<file path="src/rtl/matrix_pkg.sv">
// Shared matrix definitions for the column streamer and the transpose unit:
// default dimensions, the streamer FSM state type, and the bit-position
// helpers for the MSB-first row/column packing used on every matrix bus.
package matrix_pkg;

  localparam int DIM_DEF = 5;
  localparam int EW_DEF  = 8;

  typedef enum logic {
    ST_IDLE   = 1'b0,
    ST_STREAM = 1'b1
  } state_t;

  // MSB of row r in a packed DIM x DIM matrix.
  function automatic int row_msb(input int r, input int dim, input int ew);
    return dim * dim * ew - 1 - r * dim * ew;
  endfunction

  // MSB of element (r, c) in a packed DIM x DIM matrix.
  function automatic int elem_msb(input int r, input int c, input int dim, input int ew);
    return row_msb(r, dim, ew) - c * ew;
  endfunction

  // MSB of row element r in a packed column vector.
  function automatic int col_elem_msb(input int r, input int dim, input int ew);
    return dim * ew - 1 - r * ew;
  endfunction

endpackage

</file>
<file path="src/rtl/col_extract.sv">
// Combinational column selector: picks column i_idx out of a packed matrix
// and repacks it MSB-first (row 0 in the top element). Pure bit moves only.
module col_extract
  import matrix_pkg::*;
#(
  parameter int DIM = DIM_DEF,
  parameter int EW  = EW_DEF
) (
  input  logic [DIM*DIM*EW-1:0]    i_matrix,
  input  logic [$clog2(DIM)-1:0]   i_idx,
  output logic [DIM*EW-1:0]        o_col
);

  localparam int IW = $clog2(DIM);

  // Mux each row's element of the selected column into its column slot.
  always_comb begin
    o_col = '0;
    for (int r = 0; r < DIM; r++) begin
      for (int c = 0; c < DIM; c++) begin
        if (i_idx == IW'(c)) begin
          o_col[col_elem_msb(r, DIM, EW) -: EW] = i_matrix[elem_msb(r, c, DIM, EW) -: EW];
        end
      end
    end
  end

endmodule

</file>
<file path="src/rtl/col_streamer.sv">
// Column streamer: accepts a whole DIM x DIM matrix in one handshake, then
// emits it column by column (column 0 first) on a valid/ready output.
// Handshakes: a transfer happens on a rising edge where valid && ready; the
// producer holds data stable while valid is high and ready is low.
// After the last column one idle cycle (load_ready=1) separates matrices.
// Optional: define COL_STREAMER_LAST_EN to add col_last, high with the
// final column of each matrix.
module col_streamer
  import matrix_pkg::*;
#(
  parameter int DIM = DIM_DEF,
  parameter int EW  = EW_DEF
) (
  input  logic                      clk,
  input  logic                      rst,
  input  logic [DIM*DIM*EW-1:0]     m_in,
  input  logic                      load_valid,
  output logic                      load_ready,
  output logic signed [DIM*EW-1:0]  col,
  output logic                      col_valid,
  input  logic                      col_ready,
  output logic [$clog2(DIM)-1:0]    col_idx,
  output logic                      busy
`ifdef COL_STREAMER_LAST_EN
  ,
  output logic                      col_last
`endif
);

  localparam int IW = $clog2(DIM);
  localparam logic [IW-1:0] LAST_IDX = IW'(DIM - 1);

  state_t                r_state;
  state_t                w_next_state;
  logic [DIM*DIM*EW-1:0] r_matrix;
  logic [IW-1:0]         r_col_idx;
  logic                  w_load_hs;
  logic                  w_col_hs;
  logic                  w_last;
  logic [DIM*EW-1:0]     w_col;

  assign w_last = (r_col_idx == LAST_IDX);

  // Next-state, handshake decode and status outputs.
  always_comb begin
    w_next_state = r_state;
    w_load_hs    = 1'b0;
    w_col_hs     = 1'b0;
    load_ready   = 1'b0;
    col_valid    = 1'b0;
    busy         = 1'b0;
    case (r_state)
      ST_IDLE: begin
        load_ready = 1'b1;
        if (load_valid) begin
          w_load_hs    = 1'b1;
          w_next_state = ST_STREAM;
        end
      end
      ST_STREAM: begin
        col_valid = 1'b1;
        busy      = 1'b1;
        if (col_ready) begin
          w_col_hs = 1'b1;
          if (w_last) begin
            w_next_state = ST_IDLE;
          end
        end
      end
      default: w_next_state = ST_IDLE;
    endcase
  end

  // State register.
  always_ff @(posedge clk) begin
    if (rst) begin
      r_state <= ST_IDLE;
    end else begin
      r_state <= w_next_state;
    end
  end

  // Matrix holding register; only written by a load handshake.
  always_ff @(posedge clk) begin
    if (rst) begin
      r_matrix <= '0;
    end else if (w_load_hs) begin
      r_matrix <= m_in;
    end
  end

  // Column index: restarts on load, advances per column handshake, wraps after the last.
  always_ff @(posedge clk) begin
    if (rst) begin
      r_col_idx <= '0;
    end else if (w_load_hs) begin
      r_col_idx <= '0;
    end else if (w_col_hs) begin
      r_col_idx <= w_last ? '0 : r_col_idx + IW'(1);
    end
  end

  col_extract #(
    .DIM (DIM),
    .EW  (EW)
  ) u_col_extract (
    .i_matrix (r_matrix),
    .i_idx    (r_col_idx),
    .o_col    (w_col)
  );

  // The column bus reads zero whenever no matrix is being streamed.
  assign col     = (r_state == ST_STREAM) ? $signed(w_col) : '0;
  assign col_idx = r_col_idx;

`ifdef COL_STREAMER_LAST_EN
  assign col_last = (r_state == ST_STREAM) && w_last;
`endif

endmodule

</file>
<file path="config.mk">
export PLATFORM = sky130hd
export DESIGN_NAME = col_streamer
export DESIGN_NICKNAME = d
export VERILOG_FILES = /design/src/rtl/matrix_pkg.sv /design/src/rtl/col_extract.sv /design/src/rtl/col_streamer.sv
export SDC_FILE = /design/constraint.sdc
export NUM_CORES = 1
export LEC_CHECK = 0
export CAP_MARGIN = 20
export CORE_AREA = 2 2 161 163
export DETAILED_ROUTE_END_ITERATION = 7
export DIE_AREA = 0 0 163 165
export PLACE_DENSITY = 0.64
export SYNTH_ARGS = -nofsm -noshare
export SYNTH_HDL_FRONTEND = slang
export SYNTH_HIERARCHICAL = 1
export SYNTH_SLANG_ARGS = --single-unit
</file>
<file path="constraint.sdc">
create_clock -name clk -period 3.5 [get_ports clk]
set_input_delay 0.7 -clock clk [delete_from_list [all_inputs] [get_ports clk]]
set_output_delay 0.7 -clock clk [all_outputs]
set_load 0.02 [all_outputs]
</file>
==> results.txt, run 1 <==
----------------------------------------------------
[Status]
  Outcome ... finished, final reports clean

[Floorplanning]
  Starting utilization of the core area ... 36.5%
  DIE HEIGHT ... 165 µm
  Count of pins on the block boundary ... 250
  Die span in x ... 163 µm
  Area inside the core boundary ... 0.0250 mm²
  Die ar. ... 0.0269 mm²
  Placement row count ... 58

[Layout]
  Commonest cells after routing, fill and taps aside ... sky130_fd_sc_hd__nand2_1, sky130_fd_sc_hd__clkdlybuf4s50_1, sky130_fd_sc_hd__dfxtp_1
  Synth-to-Final Area Change ... 37.2%
  Total of fill cells in the finished design ... 2452
  # nets final ... 1578
  Number of antenna repair diodes ... 0
  Most common cell after layout, fill and taps aside ... sky130_fd_sc_hd__nand2_1
  Ratio of cells with drive above 1 in the final layout ... 10.2%
  Cell area after layout ... 0.0125 mm²

[Hold path]
  Classification of the worst-slack hold path ... reg -> reg
  Worst Hold Path EP ... r_matrix[31]$_SDFFE_PP0P_
  Worst hold stages ... 2
  Hold path startpoint ... r_matrix[31]$_SDFFE_PP0P_

[Placement]
  Global placement routability congestion ... 0.776
  Worst setup slack after placement ... 0.351 ns
  Standard cell area after detailed placement ... 0.0117 mm²
  Post-detailed-placement half-perimeter wirelength ... 18600 µm
  Number of buffer cells added on primary ports ... 249

[Drt]
  Count of nets left with antenna violations after detail routing ... 0
  Number of iterations in the first detailed-routing pass ... 4
  Average wire length per cell after detail routing ... 17.4 µm
  Remaining routing DRC violations ... 0
  DRT iter0 DRCs ... 617
  Via count ... 8751
  Vias per Instance ... 5.09
  DRT Wirelength ... 29900 µm

[Yosys]
  Synthesized netlist net count ... 1381
  Register bit total from synthesis ... 204
  Synthesized area ... 0.00913 mm²
  Adder and majority cell fraction of the synthesized area ... 0.274%
  Distinct cells, synth ... 30
  Synthesized-area fraction occupied by and/or/nand/nor cells ... 23.5%
  Count of yosys warnings during synthesis ... 6
  Largest family of logic cells by synthesized area ... simple AND/OR/NAND/NOR gates
  Fraction of synthesized area in multiplexers ... 5.05%
  Sequential cell area fraction in the yosys report ... 44.7%
  Number of standard cells after synthesis ... 1175
  Parity-gate share of the synthesized area counting xor and xnor cells ... 0%
  Avg Cell Area, Syn ... 7.77 µm²
  Area fraction in compound gates after synthesis ... 19.1%

[Clock network]
  Clock edge transition at the registers on the reported setup and hold paths ... 0.06 ns
  Root cell of the clock tree ... sky130_fd_sc_hd__clkbuf_16
  Number of buffers created by CTS ... 24
  Clock Sinks ... 204
  Post CTS Setup Buffer Count ... 0
  Clock insertion delay at the later pin of the skew report ... 0.51 ns
  H-Tree Depth ... 1
  TritonCTS clock tree ... built
  Max Root-Sink Buffers ... 3

[STA]
  Share of the cycle needed by the critical path after routing ... 97.0%
  Hold Fails Final Rpt ... 0
  Final setup slack of the worst path ... 0.105 ns
  Peak clock frequency supported by timing ... 295 MHz
  Minimum clock period after layout ... 3.40 ns
  Relative slew margins ... 56.3%
  Slew at the pin with the worst max-slew slack ... 0.655 ns
  Worst-case hold slack ... 0.452 ns
  Final clock skew ... 0.0124 ns
  Setup_tns ... 0 ns
  Slew Viols, Final ... 0
  Setup violators final ... 0
  Setup repair after global routing missed its margin ... no

[Power]
  Clock power frac ... 42.2%
  Sequential fraction of design power ... 44.1%
  Overall power ... 5.76 mW
  Internal power component ... 4.35 mW
  Power density normalized to cell area ... 460 mW/mm²
  Sw Share ... 24.5%
  Net Switching ... 1.41 mW
  Comb pwr share ... 13.7%
  Worst IR drop on VDD ... 0.216 mV
  Leak pwr ... 4.86 nW

[GRT]
  Number of global-route vias before repair ... 8589
  Initial antenna violation count ... 0
  Pin count of the biggest net entering global routing ... 114
  Aggregate global-route resource usage ... 21.7%
  Wire length of the first global-routing pass ... 46300 µm
  Total overflow reported by the global router ... 0

[Critical path]
  Type of the worst setup path ... reg -> out
  Arrival time worst endpoint ... 2.70 ns
  Worst setup EP type ... output port
  Maximum fanout encountered on the critical timing path ... 20
  Path depth of the worst reg2reg path ... 5
  Worst reg2reg setup slack ... 1.51 ns
  Worst endpoint required time ... 2.80 ns
  RR Startpoint ... r_state$_SDFF_PP0_
  Category of the worst setup path launch point ... flop
  Worst flop-to-flop path endpoint ... r_matrix[112]$_SDFFE_PP0P_

[Flow run]
  Maximum Capacitance Violations ... 0

----------------------------------------------------
stage by stage:
step | util [%] | cells
CTS | 49.8 | 1718
finish | 50.0 | 1718
global route | 50.0 | 1718
global placement | 46.5 | 1673
detailed placement | 46.5 | 1673
floorplan | - | 1175
sequential cells by signal, summed over array words and instances, names as in the netlist:
| signal | cells |
|---|---|
| col_idx | 3 |
| r_matrix | 200 |
| r_state | 1 |
repair_timing:
action                     CTS  global route
setup endpoints to repair   40            30
gates resized for setup      8            17
cloned                       3             0
hold buffers                 0             0
pin swaps                    0             0
metal layers:
layer  share of wire, %  vias to the layer above  track usage, %
met5                  0                        -               0
met4                2.0                        0            5.23
met3                6.0                       40            3.44
met2                 46                      273            35.8
met1                 46                     4130            29.7
li1                   -                     4308               -
final cells by class:
cell class                 instances  area (µm²)  share of cell area (%)
tap                              330         413                    3.30
sequential                       204        4090                    32.7
inverter                           3        11.3                  0.0899
clock inverter                     2        35.0                   0.280
timing repair buffer             273        2800                    22.4
multi-input combinational        866        4440                    35.5
clock buffer                      40         732                    5.85
synth_stat cells:
library cell	count	area (µm²)
sky130_fd_sc_hd__a2111oi_1	1	10.0
sky130_fd_sc_hd__a211oi_1	1	7.51
sky130_fd_sc_hd__a21oi_1	172	861
sky130_fd_sc_hd__a21oi_2	30	263
sky130_fd_sc_hd__a31oi_1	40	250
sky130_fd_sc_hd__a32oi_1	40	350
sky130_fd_sc_hd__and2_1	40	250
sky130_fd_sc_hd__and3b_1	1	8.76
sky130_fd_sc_hd__buf_1	5	18.8
sky130_fd_sc_hd__buf_2	40	200
sky130_fd_sc_hd__buf_4	13	97.6
sky130_fd_sc_hd__buf_6	20	225
sky130_fd_sc_hd__buf_8	1	15.0
sky130_fd_sc_hd__clkbuf_1	24	90.1
sky130_fd_sc_hd__clkbuf_2	2	10.0
sky130_fd_sc_hd__dfxtp_1	204	4080
sky130_fd_sc_hd__ha_1	2	25.0
sky130_fd_sc_hd__inv_1	3	11.3
sky130_fd_sc_hd__mux2_2	40	450
sky130_fd_sc_hd__mux2i_1	1	10.0
sky130_fd_sc_hd__nand2_1	441	1660
sky130_fd_sc_hd__nand2b_1	1	6.26
sky130_fd_sc_hd__nand3_1	1	5.00
sky130_fd_sc_hd__nand4b_1	1	8.76
sky130_fd_sc_hd__nor2_1	45	169
sky130_fd_sc_hd__nor2b_1	2	12.5
sky130_fd_sc_hd__nor3_1	1	5.00
sky130_fd_sc_hd__nor3b_2	1	12.5
sky130_fd_sc_hd__o21ai_0	1	5.00
sky130_fd_sc_hd__or3b_1	1	8.76
critical path, stage by stage, from the launching register on:
cell and delay, ns:
sky130_fd_sc_hd__dfxtp_2 0.51, sky130_fd_sc_hd__or3b_4 0.63, sky130_fd_sc_hd__a31oi_1 0.26, sky130_fd_sc_hd__and2_1 0.17
sky130_fd_sc_hd__clkdlybuf4s50_1 0.60
how the worst max path moves through the flow:
stage	from	endpoint	slack, ns
final	col_idx[2]$_SDFFE_PP0P_	col[15]	0.10
after global routing	col_idx[0]$_SDFFE_PP0P_	col[36]	0.005
after CTS	col_idx[2]$_SDFFE_PP0P_	col[35]	-0.003
after detailed placement	col_idx[2]$_SDFFE_PP0P_	col[21]	0.35
after global placement	col_idx[2]$_SDFFE_PP0P_	col[21]	0.37
after floorplan	col_idx[1]$_SDFFE_PP0P_	col[17]	1.15
power groups by stage:
stage | sequential, mW | combinational (mW) | clock (mW)
after floorplan | 2.57 | 0.446 | 0
after global placement | 2.59 | 0.785 | 0
after detailed placement | 2.59 | 0.789 | 0
after CTS | 2.54 | 0.794 | 2.48
after global routing | 2.56 | 0.863 | 2.57
final | 2.54 | 0.790 | 2.43
cells by family (layout without fill, tap and decap cells):
group                    Yosys count  in the layout
AND/OR/NAND/NOR                  535            538
AO/OA/AOI/OAI                    285            285
flip-flops                       204            204
buffers and inverters            108            318
multiplexers                      41             41
adder cells (fa/ha/maj)            2              2
(Power assumes the default switching activity.)
==> run 2: changes to the inputs <==
--- a/config.mk
+++ b/config.mk
@@ -6,10 +6,10 @@
 export NUM_CORES = 1
 export LEC_CHECK = 0
 export CAP_MARGIN = 20
-export CORE_AREA = 2 2 161 163
+export CORE_AREA = 2 2 136 138
 export DETAILED_ROUTE_END_ITERATION = 7
-export DIE_AREA = 0 0 163 165
-export PLACE_DENSITY = 0.64
+export DIE_AREA = 0 0 138 140
+export PLACE_DENSITY = 0.85
 export SYNTH_ARGS = -nofsm -noshare
 export SYNTH_HDL_FRONTEND = slang
 export SYNTH_HIERARCHICAL = 1
==> run 2 against run 1 <==
Net effect: utilization grew 19 points; via count grew 2.5%; fmax shrank 1.3%; non-clock buffer count shrank 1; die area shrank 28%; clock power shrank 12%; power shrank 5.0%; global-route usage grew 4.5 points; sequential cell count is the same; sequential power is essentially flat; critical endpoint is now col[8].
==> results.txt, run 2 (synthesis results as in run 1) <==
----------------------------------------------------
[Status]
  Outcome ... finished, final reports clean

[STA]
  Share of the cycle needed by the critical path after routing ... 98.3%
  Setup repair after global routing missed its margin ... no
  Slew Viols, Final ... 0
  Setup violators final ... 0
  Hold Fails Final Rpt ... 0
  Peak clock frequency supported by timing ... 291 MHz
  Final clock skew ... 0.00608 ns
  Worst-case hold slack ... 0.453 ns
  Slew at the pin with the worst max-slew slack ... 0.922 ns
  Setup_tns ... 0 ns
  Relative slew margins ... 38.5%
  Minimum clock period after layout ... 3.44 ns

[Drt]
  Average wire length per cell after detail routing ... 16.7 µm
  Count of nets left with antenna violations after detail routing ... 0
  DRT iter0 DRCs ... 707
  Number of iterations in the first detailed-routing pass ... 7
  Via count ... 8974
  DRT Wirelength ... 26900 µm
  Remaining routing DRC violations ... 0
  Vias per Instance ... 5.59

[Layout]
  Synth-to-Final Area Change ... 33.9%
  Most common cell after layout, fill and taps aside ... sky130_fd_sc_hd__nand2_1
  Ratio of cells with drive above 1 in the final layout ... 9.88%
  Register ranked first by flip-flop count ... r_matrix
  Total of fill cells in the finished design ... 1400
  Total area of multi-input combinational cells ... 0.00441 mm²
  Flip-flop count of the largest register, all copies and words added ... 200
  Number of standard cells in the layout, taps in and fillers out ... 1606
  Commonest cells after routing, fill and taps aside ... sky130_fd_sc_hd__nand2_1, sky130_fd_sc_hd__clkdlybuf4s50_1, sky130_fd_sc_hd__dfxtp_1
  Number of antenna repair diodes ... 0
  Storage element area ... 0.00409 mm²
  # nets final ... 1572

[Critical path]
  Beginning of the critical path ... col_idx[0]$_SDFFE_PP0P_
  Maximum cell stage delay along the critical path ... 0.62 ns
  Maximum fanout encountered on the critical timing path ... 18
  Worst endpoint required time ... 2.80 ns
  RR Startpoint ... r_state$_SDFF_PP0_
  Worst flop-to-flop path endpoint ... r_matrix[34]$_SDFFE_PP0P_
  Type of the worst setup path ... reg -> out
  CP dominant cell by count ... sky130_fd_sc_hd__buf_4
  Worst setup EP type ... output port
  Worst reg2reg setup slack ... 0.99 ns
  Family with the most delay on the worst path ... buffers and inverters
  Buf+Inv Stages, Crit Path ... 3
  Path depth of the worst reg2reg path ... 4
  Arrival time worst endpoint ... 2.74 ns
  Category of the worst setup path launch point ... flop
  Cells traversed along the worst timing path ... buf_4 > nor2_2 > buf_4 > a32oi_1 > a31oi_1 > and2_1 > clkdlybuf4s50_1
  Standard cell with the maximum stage delay on the critical path ... sky130_fd_sc_hd__clkdlybuf4s50_1

[Placement]
  Number of buffer cells added on primary ports ... 249
  Cell Count Post-Placement ... 1571
  Global placement routability congestion ... 0.843
  Post-detailed-placement half-perimeter wirelength ... 17500 µm

[Hold path]
  Hold path startpoint ... r_matrix[66]$_SDFFE_PP0P_
  Worst hold stages ... 2
  Classification of the worst-slack hold path ... reg -> reg
  Worst Hold Path EP ... r_matrix[66]$_SDFFE_PP0P_

[Floorplanning]
  DIE HEIGHT ... 140 µm
  Die ar. ... 0.0193 mm²
  Area inside the core boundary ... 0.0178 mm²
  Starting utilization of the core area ... 51.3%
  Count of pins on the block boundary ... 250
  Die span in x ... 138 µm
  Placement row count ... 49

[Clock network]
  Clock insertion delay at the later pin of the skew report ... 0.50 ns
  TritonCTS clock tree ... built
  Number of cells upsized or downsized after cts ... 0
  Max Root-Sink Buffers ... 3
  Root cell of the clock tree ... sky130_fd_sc_hd__clkbuf_16
  Number of buffers inserted for hold repair after clock tree synthesis ... 0
  Clock edge transition at the registers on the reported setup and hold paths ... 0.06 ns
  Post CTS Setup Buffer Count ... 0
  Number of buffers created by CTS ... 22
  H-Tree Depth ... 1
  Clock Sinks ... 204

[GRT]
  Wire length of the first global-routing pass ... 42000 µm
  Number of global-route vias before repair ... 8496
  Total overflow reported by the global router ... 0
  Pin count of the biggest net entering global routing ... 138
  Aggregate global-route resource usage ... 26.2%
  Initial antenna violation count ... 0

[Power]
  Leak pwr ... 4.60 nW
  Worst IR drop on VDD ... 0.321 mV
  Power density normalized to cell area ... 448 mW/mm²
  Overall power ... 5.47 mW

[Flow run]
  Maximum Capacitance Violations ... 0

----------------------------------------------------
==> run 2: worst max-delay path by stage <==
stage	end	slack, ns	depth (start not counted)
CTS	col[4]	0.01	7
global placement	col[23]	0.59	6
finish	col[8]	0.06	7
floorplan	col[17]	1.15	6
detailed placement	col[1]	0.53	7
global route	col[8]	0.01	7
==> run 2: final cells by class <==
cell class                      instances  share of cell area (%)
Multi-Input combinational cell        863                    36.1
Sequential cell                       204                    33.5
Timing Repair Buffer                  272                    22.6
Clock buffer                           29                    5.14
Tap cell                              229                    2.34
Clock inverter                          6                   0.297
Inverter                                3                  0.0921
==> run 2: worst reg2reg max path, stage by stage, from the launching register on <==
cell and delay, ns:
sky130_fd_sc_hd__dfxtp_2 0.93, sky130_fd_sc_hd__nand2b_4 0.66, sky130_fd_sc_hd__buf_4 0.53, sky130_fd_sc_hd__nand2_1 0.16, sky130_fd_sc_hd__a21oi_2 0.16
==> run 2: report_power, final <==
part | switching, mW | internal [mW] | leakage (nW)
Combinational | 0.375 | 0.395 | 2.59
Sequential | 0.0885 | 2.46 | 1.68
Clock | 0.899 | 1.25 | 0.329
Total | 1.36 | 4.11 | 4.60
==> run 2: metal layers <==
| layer | wire length (µm) | part of all wire [%] | GRT usage, % |
|---|---|---|---|
| met5 | 0 | 0 | 0 |
| met3 | 2280 | 8.5 | 4.72 |
| met1 | 11000 | 41 | 33.3 |
| met4 | 899 | 3.3 | 10.3 |
| met2 | 12700 | 47 | 44.3 |
==> run 2: metrics by stage <==
stage,setup WS (ns),util [%],instance area (µm²)
3_5_place_dp,0.535,65.0,11500
3_3_place_gp,0.591,65.0,11500
2_1_floorplan,1.15,-,9130
5_1_grt,0.0128,68.8,12200
6_report,0.0611,68.8,12200
4_1_cts,0.0117,68.7,12200
